--- src/rtl/out_compare_pkg.sv ---
// Shared types and helpers for the output compare monitor.
//   state_e    : monitor state encoding
//   ch_lsb()   : low bit index of a channel inside a packed CH*W bus
//   cnt_w_for(): minimum counter width able to hold a given value (>= 1)
package out_compare_pkg;

    typedef enum logic [1:0] {
        ST_IDLE   = 2'd0,
        ST_SETTLE = 2'd1,
        ST_RUN    = 2'd2,
        ST_DONE   = 2'd3
    } state_e;

    function automatic int unsigned ch_lsb(input int unsigned ch, input int unsigned w);
        return ch * w;
    endfunction

    function automatic int unsigned cnt_w_for(input int unsigned max_val);
        return (max_val < 2) ? 1 : $clog2(max_val + 1);
    endfunction

endpackage

--- src/rtl/out_compare_monitor_sat_counter.sv ---
// Saturating up-counter with synchronous clear.
//   clk   : rising-edge clock
//   rstn  : asynchronous active-low reset
//   clr   : synchronous clear (wins over inc)
//   inc   : count enable; holds at all-ones once reached
//   cnt   : current count
module sat_counter #(
    parameter int unsigned WIDTH = 16
) (
    input  logic             clk,
    input  logic             rstn,
    input  logic             clr,
    input  logic             inc,
    output logic [WIDTH-1:0] cnt
);

    localparam logic [WIDTH-1:0] CNT_MAX = {WIDTH{1'b1}};

    always_ff @(posedge clk or negedge rstn) begin
        if (!rstn) begin
            cnt <= '0;
        end else if (clr) begin
            cnt <= '0;
        end else if (inc && (cnt != CNT_MAX)) begin
            cnt <= cnt + 1'b1;
        end
    end

endmodule

--- src/rtl/out_compare_monitor.sv ---
// Compares CH channels of W-bit DUT outputs against reference outputs inside
// an armed window, with sticky per-channel flags, saturating counters and
// first-failure capture.
//   clk, rstn        : clock, asynchronous active-low reset
//   start, stop      : window arm / close pulses (start wins)
//   dut_out, ref_out : packed CH*W compared buses
//   mask             : per-channel compare enable
//   busy, done, pass : status
//   mismatch         : per-channel result of the previous compared cycle
//   sticky_fail      : per-channel OR of mismatches since start
//   err_cnt, cyc_cnt : failing / compared cycle counts (saturating)
//   first_cyc, first_ch : cycle index and bitmap of the first failure
//
// state     | meaning
// ----------+-----------------------------------------------------------
// ST_IDLE   | not armed, results held at 0
// ST_SETTLE | armed, settle down-counter running, no comparison
// ST_RUN    | comparing every cycle
// ST_DONE   | window closed, results held until next start
module out_compare_monitor
    import out_compare_pkg::*;
#(
    parameter int unsigned CH     = 4,
    parameter int unsigned W      = 1,
    parameter int unsigned CNT_W  = 16,
    parameter int unsigned SETTLE = 2
) (
    input  logic              clk,
    input  logic              rstn,
    input  logic              start,
    input  logic              stop,
    input  logic [CH*W-1:0]   dut_out,
    input  logic [CH*W-1:0]   ref_out,
    input  logic [CH-1:0]     mask,
    output logic              busy,
    output logic              done,
    output logic [CH-1:0]     mismatch,
    output logic [CH-1:0]     sticky_fail,
    output logic [CNT_W-1:0]  err_cnt,
    output logic [CNT_W-1:0]  cyc_cnt,
    output logic [CNT_W-1:0]  first_cyc,
    output logic [CH-1:0]     first_ch,
    output logic              pass
);

    localparam int unsigned SETTLE_W = cnt_w_for(SETTLE);
    localparam logic [SETTLE_W-1:0] SETTLE_LOAD = SETTLE_W'(SETTLE);

    state_e              state_q;
    state_e              state_d;
    logic [SETTLE_W-1:0] settle_cnt_q;
    logic [CH-1:0]       m;
    logic                any_m;
    logic                compare_en;
    logic                first_seen_q;

    // Case inequality so X/Z on either side is reported as a mismatch in
    // simulation; synthesis treats it as ordinary inequality.
    for (genvar i = 0; i < CH; i++) begin : g_ch
        assign m[i] = mask[i] && (dut_out[ch_lsb(i, W) +: W] !== ref_out[ch_lsb(i, W) +: W]);
    end

    assign any_m = |m;

    // Neither a stop cycle nor a restarting start cycle is compared.
    assign compare_en = (state_q == ST_RUN) && !start && !stop;

    always_ff @(posedge clk or negedge rstn) begin
        if (!rstn) begin
            state_q <= ST_IDLE;
        end else begin
            state_q <= state_d;
        end
    end

    always_comb begin
        state_d = state_q;
        if (start) begin
            state_d = (SETTLE == 0) ? ST_RUN : ST_SETTLE;
        end else begin
            case (state_q)
                ST_IDLE:   state_d = ST_IDLE;
                ST_SETTLE: begin
                    if (stop) begin
                        state_d = ST_DONE;
                    end else if (settle_cnt_q == SETTLE_W'(1)) begin
                        state_d = ST_RUN;
                    end
                end
                ST_RUN:    if (stop) state_d = ST_DONE;
                ST_DONE:   state_d = ST_DONE;
                default:   state_d = ST_IDLE;
            endcase
        end
    end

    always_comb begin
        busy = 1'b0;
        done = 1'b0;
        case (state_q)
            ST_SETTLE: busy = 1'b1;
            ST_RUN:    busy = 1'b1;
            ST_DONE:   done = 1'b1;
            default:   ;
        endcase
        pass = done && (err_cnt == '0);
    end

    // Settle timer: loaded with SETTLE on start, terminal count at 1 means
    // the last settle cycle, so RUN begins after exactly SETTLE cycles.
    always_ff @(posedge clk or negedge rstn) begin
        if (!rstn) begin
            settle_cnt_q <= '0;
        end else if (start) begin
            settle_cnt_q <= SETTLE_LOAD;
        end else if (state_q == ST_SETTLE && settle_cnt_q != '0) begin
            settle_cnt_q <= settle_cnt_q - 1'b1;
        end
    end

    always_ff @(posedge clk or negedge rstn) begin
        if (!rstn) begin
            mismatch     <= '0;
            sticky_fail  <= '0;
            first_cyc    <= '0;
            first_ch     <= '0;
            first_seen_q <= 1'b0;
        end else if (start) begin
            mismatch     <= '0;
            sticky_fail  <= '0;
            first_cyc    <= '0;
            first_ch     <= '0;
            first_seen_q <= 1'b0;
        end else if (compare_en) begin
            mismatch    <= m;
            sticky_fail <= sticky_fail | m;
            if (any_m && !first_seen_q) begin
                first_cyc    <= cyc_cnt;
                first_ch     <= m;
                first_seen_q <= 1'b1;
            end
        end else begin
            mismatch <= '0;
        end
    end

    sat_counter #(.WIDTH(CNT_W)) u_cyc_cnt (
        .clk  (clk),
        .rstn (rstn),
        .clr  (start),
        .inc  (compare_en),
        .cnt  (cyc_cnt)
    );

    sat_counter #(.WIDTH(CNT_W)) u_err_cnt (
        .clk  (clk),
        .rstn (rstn),
        .clr  (start),
        .inc  (compare_en && any_m),
        .cnt  (err_cnt)
    );

endmodule

--- config.mk ---
export PLATFORM = sky130hd
export DESIGN_NAME = out_compare_monitor
export DESIGN_NICKNAME = d
export VERILOG_FILES = /design/src/rtl/out_compare_pkg.sv /design/src/rtl/out_compare_monitor_sat_counter.sv /design/src/rtl/out_compare_monitor.sv
export SDC_FILE = /design/constraint.sdc
export NUM_CORES = 1
export LEC_CHECK = 0
export ABC_AREA = 0
export CORE_MARGIN = 2
export CORE_UTILIZATION = 45
export CTS_CLUSTER_DIAMETER = 60
export CTS_CLUSTER_SIZE = 30
export DETAILED_ROUTE_END_ITERATION = 12
export GPL_TIMING_DRIVEN = 0
export PLACE_DENSITY_LB_ADDON = 0.3
export SLEW_MARGIN = 10
export SYNTH_ARGS = -nofsm -noshare
export SYNTH_HDL_FRONTEND = slang
export SYNTH_SLANG_ARGS = --single-unit
--- constraint.sdc ---
create_clock -name clk -period 4.1 [get_ports clk]
set_input_delay 0.82 -clock clk [delete_from_list [all_inputs] [get_ports clk]]
set_output_delay 0.82 -clock clk [all_outputs]
set_load 0.02 [all_outputs]
==> run metrics <==
HP Class primary input to asynchronous set/reset pin; share of cells above drive strength 1 0.116; Final period util 0.724; Critical Path, Cell by Cell ha_1, nor4b_1, and4_1, clkdlybuf4s50_1; routed wire length 8010 um; Final Hold Fails 0; R2R Path Start state_q[0]$_DFFE_PN0P_; Clk pin slew, worst setup/hold paths 0.07 ns; All-Layer GR Usage 0.215; final net count 435; Initial Utilization 0.460; total chip power 1.68 mW; setup TNS 0 ns; CTS Hold Bufs 0; Mapped Cells 320; GP Congestion 0.850; Synth Area per Inst 10.3 sq um; Final min period about 3.0 ns; CP Launch Type flip-flop; status finished, final reports clean; maximum root-to-sink buffer count 2; Port Buf Inserts 78; WP buf/inv 1; initial antenna violation count 0; WP depth 4; Worst Tran Pin Value 0.615 ns; number of setup buffers added after CTS 0; area fraction of the dominant cell type after synthesis 0.492; Die Wd 89.7 um; slowest stage delay, CP 0.60 ns; CP Class flip-flop to output pin; via count 2799; Non-Filler Instances 514; Worst Setup End Kind output pin; initial DRC count 136; floorplan row count 31; RSZ-0062 raised after global routing false; die area roughly 0.0080 sq mm; mapped cell area about 0.0033 sq mm; Antenna Nets Post-Route 0; max-slew violation count 0; Critical path origin state_q[0]$_DFFE_PN0P_; Synth-to-Final Area Change 36.3%; final setup violation count 0; Leakage 1.94 nW; Core ar. 0.00718 sq mm; slew margin rel. 0.589; max-cap viol count 0; number of synthesis warnings 0; Synth area leaders dfrtp_1 (49%), mux2_2 (5.5%), ha_1 (3.4%); dpl hpwl 5700 um; Sink Count 65; post-CTS sizing 0; TritonCTS clock tree yes; Peak VDD IR between 150 and 200 uV; worst-path cell with the longest stage delay clkdlybuf4s50_1; crit-path leading delay family buffers and inverters; register area 0.00163 sq mm; syn_nets about 350; number of synthesized register bits 65; top_reg_cell synth dfrtp_1; crit path max fanout 4; DRC Markers 0; vias per cell 5.45; WP data required ~3.3 ns; dpl cells between 400 and 500; grt ovf 0; Max Fclk 337 MHz; first-pass GRT wire length 13200 um; Critical Path Sink pass; multi-input logic area 0.00158 sq mm; H-tree levels 3; number of detailed-route iterations in the first pass 4; worst r2r dst u_err_cnt.cnt[8]$_DFFE_PN0P_; Yosys cell types 45; worst reg2reg path depth 7; diode count 0; vias in the first global route 2736; ys async rst share 1.00; CP arrival 2.15 ns; Worst Skew 0.00562 ns; register area share after synthesis 0.492; I/O pins 79; largest net degree at the start of global routing 37; r2r setup slk 1.68 ns; WL/cell 15.6 um; root buffer cell clkbuf_8; Skew-Pair Late Insertion Delay 0.34 ns; power per cell area 372 mW/mm^2; Die Height 89.7 um; filler instances between 600 and 700; Post-synth EDFFs 0; area leader, netlist dfrtp_1; TritonCTS Buffers 9
-- routing by layer --
layer / share of wire / wire (um) / track usage
met2: 0.47 / 3800 / 0.338
met4: 0.013 / 104 / 0.0692
met1: 0.45 / 3640 / 0.291
met3: 0.058 / 465 / 0.0548
met5: 0 / 0 / 0
-- final cells by class --
class	count	share of cell area
plain buffers	13	0.0145
clock buffers	11	0.0336
clock inverters	5	0.0278
inverters	8	0.00667
multi-input cells	234	0.351
flip-flops and latches	65	0.361
well taps	99	0.0275
repair buffers	79	0.177
-- worst reg2reg max path, cell delays in order (launching register included) --
cell     delay, ns
dfrtp_1       0.41
inv_1         0.09
ha_1          0.18
or3b_1        0.44
buf_2         0.22
a41oi_2       0.34
a21oi_2       0.23
a221o_1       0.39
-- cell usage in the layout, fill, tap and decap left out, drive strengths merged, types with 5 or more instances in the layout --
cell type      count
mux2              16
o21ai              6
dfrtp             65
a221o              6
nand4              5
nand3             15
mux2i              9
xnor2             11
nor2b             16
ha                 9
a211oi             6
nor2              30
inv                8
buf                9
clkbuf            17
clkdlybuf4s50     77
nand2             29
and4               6
nor3              15
a21oi              5
-- report_power, final --
part | internal, mW | leakage, nW | switching, mW
combinational | 0.111 | 0.902 | 0.138
clock | 0.498 | 0.140 | 0.252
sequential | 0.662 | 0.898 | 0.0165
-- worst min path at each step --
stage	start	end	slack, ns	cells past startpoint
floorplan	first_seen_q$_DFFE_PN0P_	first_seen_q$_DFFE_PN0P_	0.47	2
global placement	sticky_fail[0]$_DFFE_PN0P_	sticky_fail[0]$_DFFE_PN0P_	0.47	1
detailed placement	sticky_fail[3]$_DFFE_PN0P_	sticky_fail[3]$_DFFE_PN0P_	0.47	1
CTS	rstn	u_err_cnt.cnt[15]$_DFFE_PN0P_	0.42	1
global route	rstn	u_err_cnt.cnt[15]$_DFFE_PN0P_	0.42	1
finish	rstn	u_err_cnt.cnt[15]$_DFFE_PN0P_	0.41	1
-- cells by family after synthesis --
family,count (synthesis),share of synthesized area
muxes,25,0.0818
xor gates and xnor gates,15,0.0398
AOI/OAI and AO/OA,43,0.101
and+or+nand+nor,142,0.222
adders and majority gates,9,0.0341
buffers and inverters,21,0.0288
DFF,65,0.492
-- stage by stage --
stage / worst slack (ns) / utilization / instance area (sq um) / hold WS [ns]
final: 1.13 / 0.627 / 4500 / 0.406
after global routing: 0.967 / 0.627 / 4500 / 0.425
after CTS: 1.09 / 0.627 / 4500 / 0.417
after detailed placement: 0.922 / 0.589 / 4230 / 0.467
after global placement: 0.0164 / 0.586 / 4210 / 0.469
after floorplan: 1.81 / - / 3300 / 0.467
-- synthesized netlist by cell type (all sizes together), types with 2 or more instances --
master and n:
nand4 5, xnor2 11, mux2 16, a31oi 2, nand2 29, a221o 6, nand3 15, mux2i 9
nor4b 2, a21o 4, and4 6, o31ai 3, nor4 4, and2 4, nor3 15, and3 4
clkbuf 6, ha 9, a211o 2, o41ai 2, nor2b 16, a21oi 5, or4 2, buf 7
nor2 30, inv 8, or3 4, o21ai 6, or2 3, xor2 4, o311ai 2, a211oi 6
dfrtp 65
-- flip-flops by register name, indices dropped and copies added, names as in the netlist --
signal	cells
first_cyc	16
settle_cnt_q	2
first_ch	4
mismatch	4
u_err_cnt.cnt	16
first_seen_q	1
state_q	2
sticky_fail	4
u_cyc_cnt.cnt	16
Power figures use the tool's default switching activity.
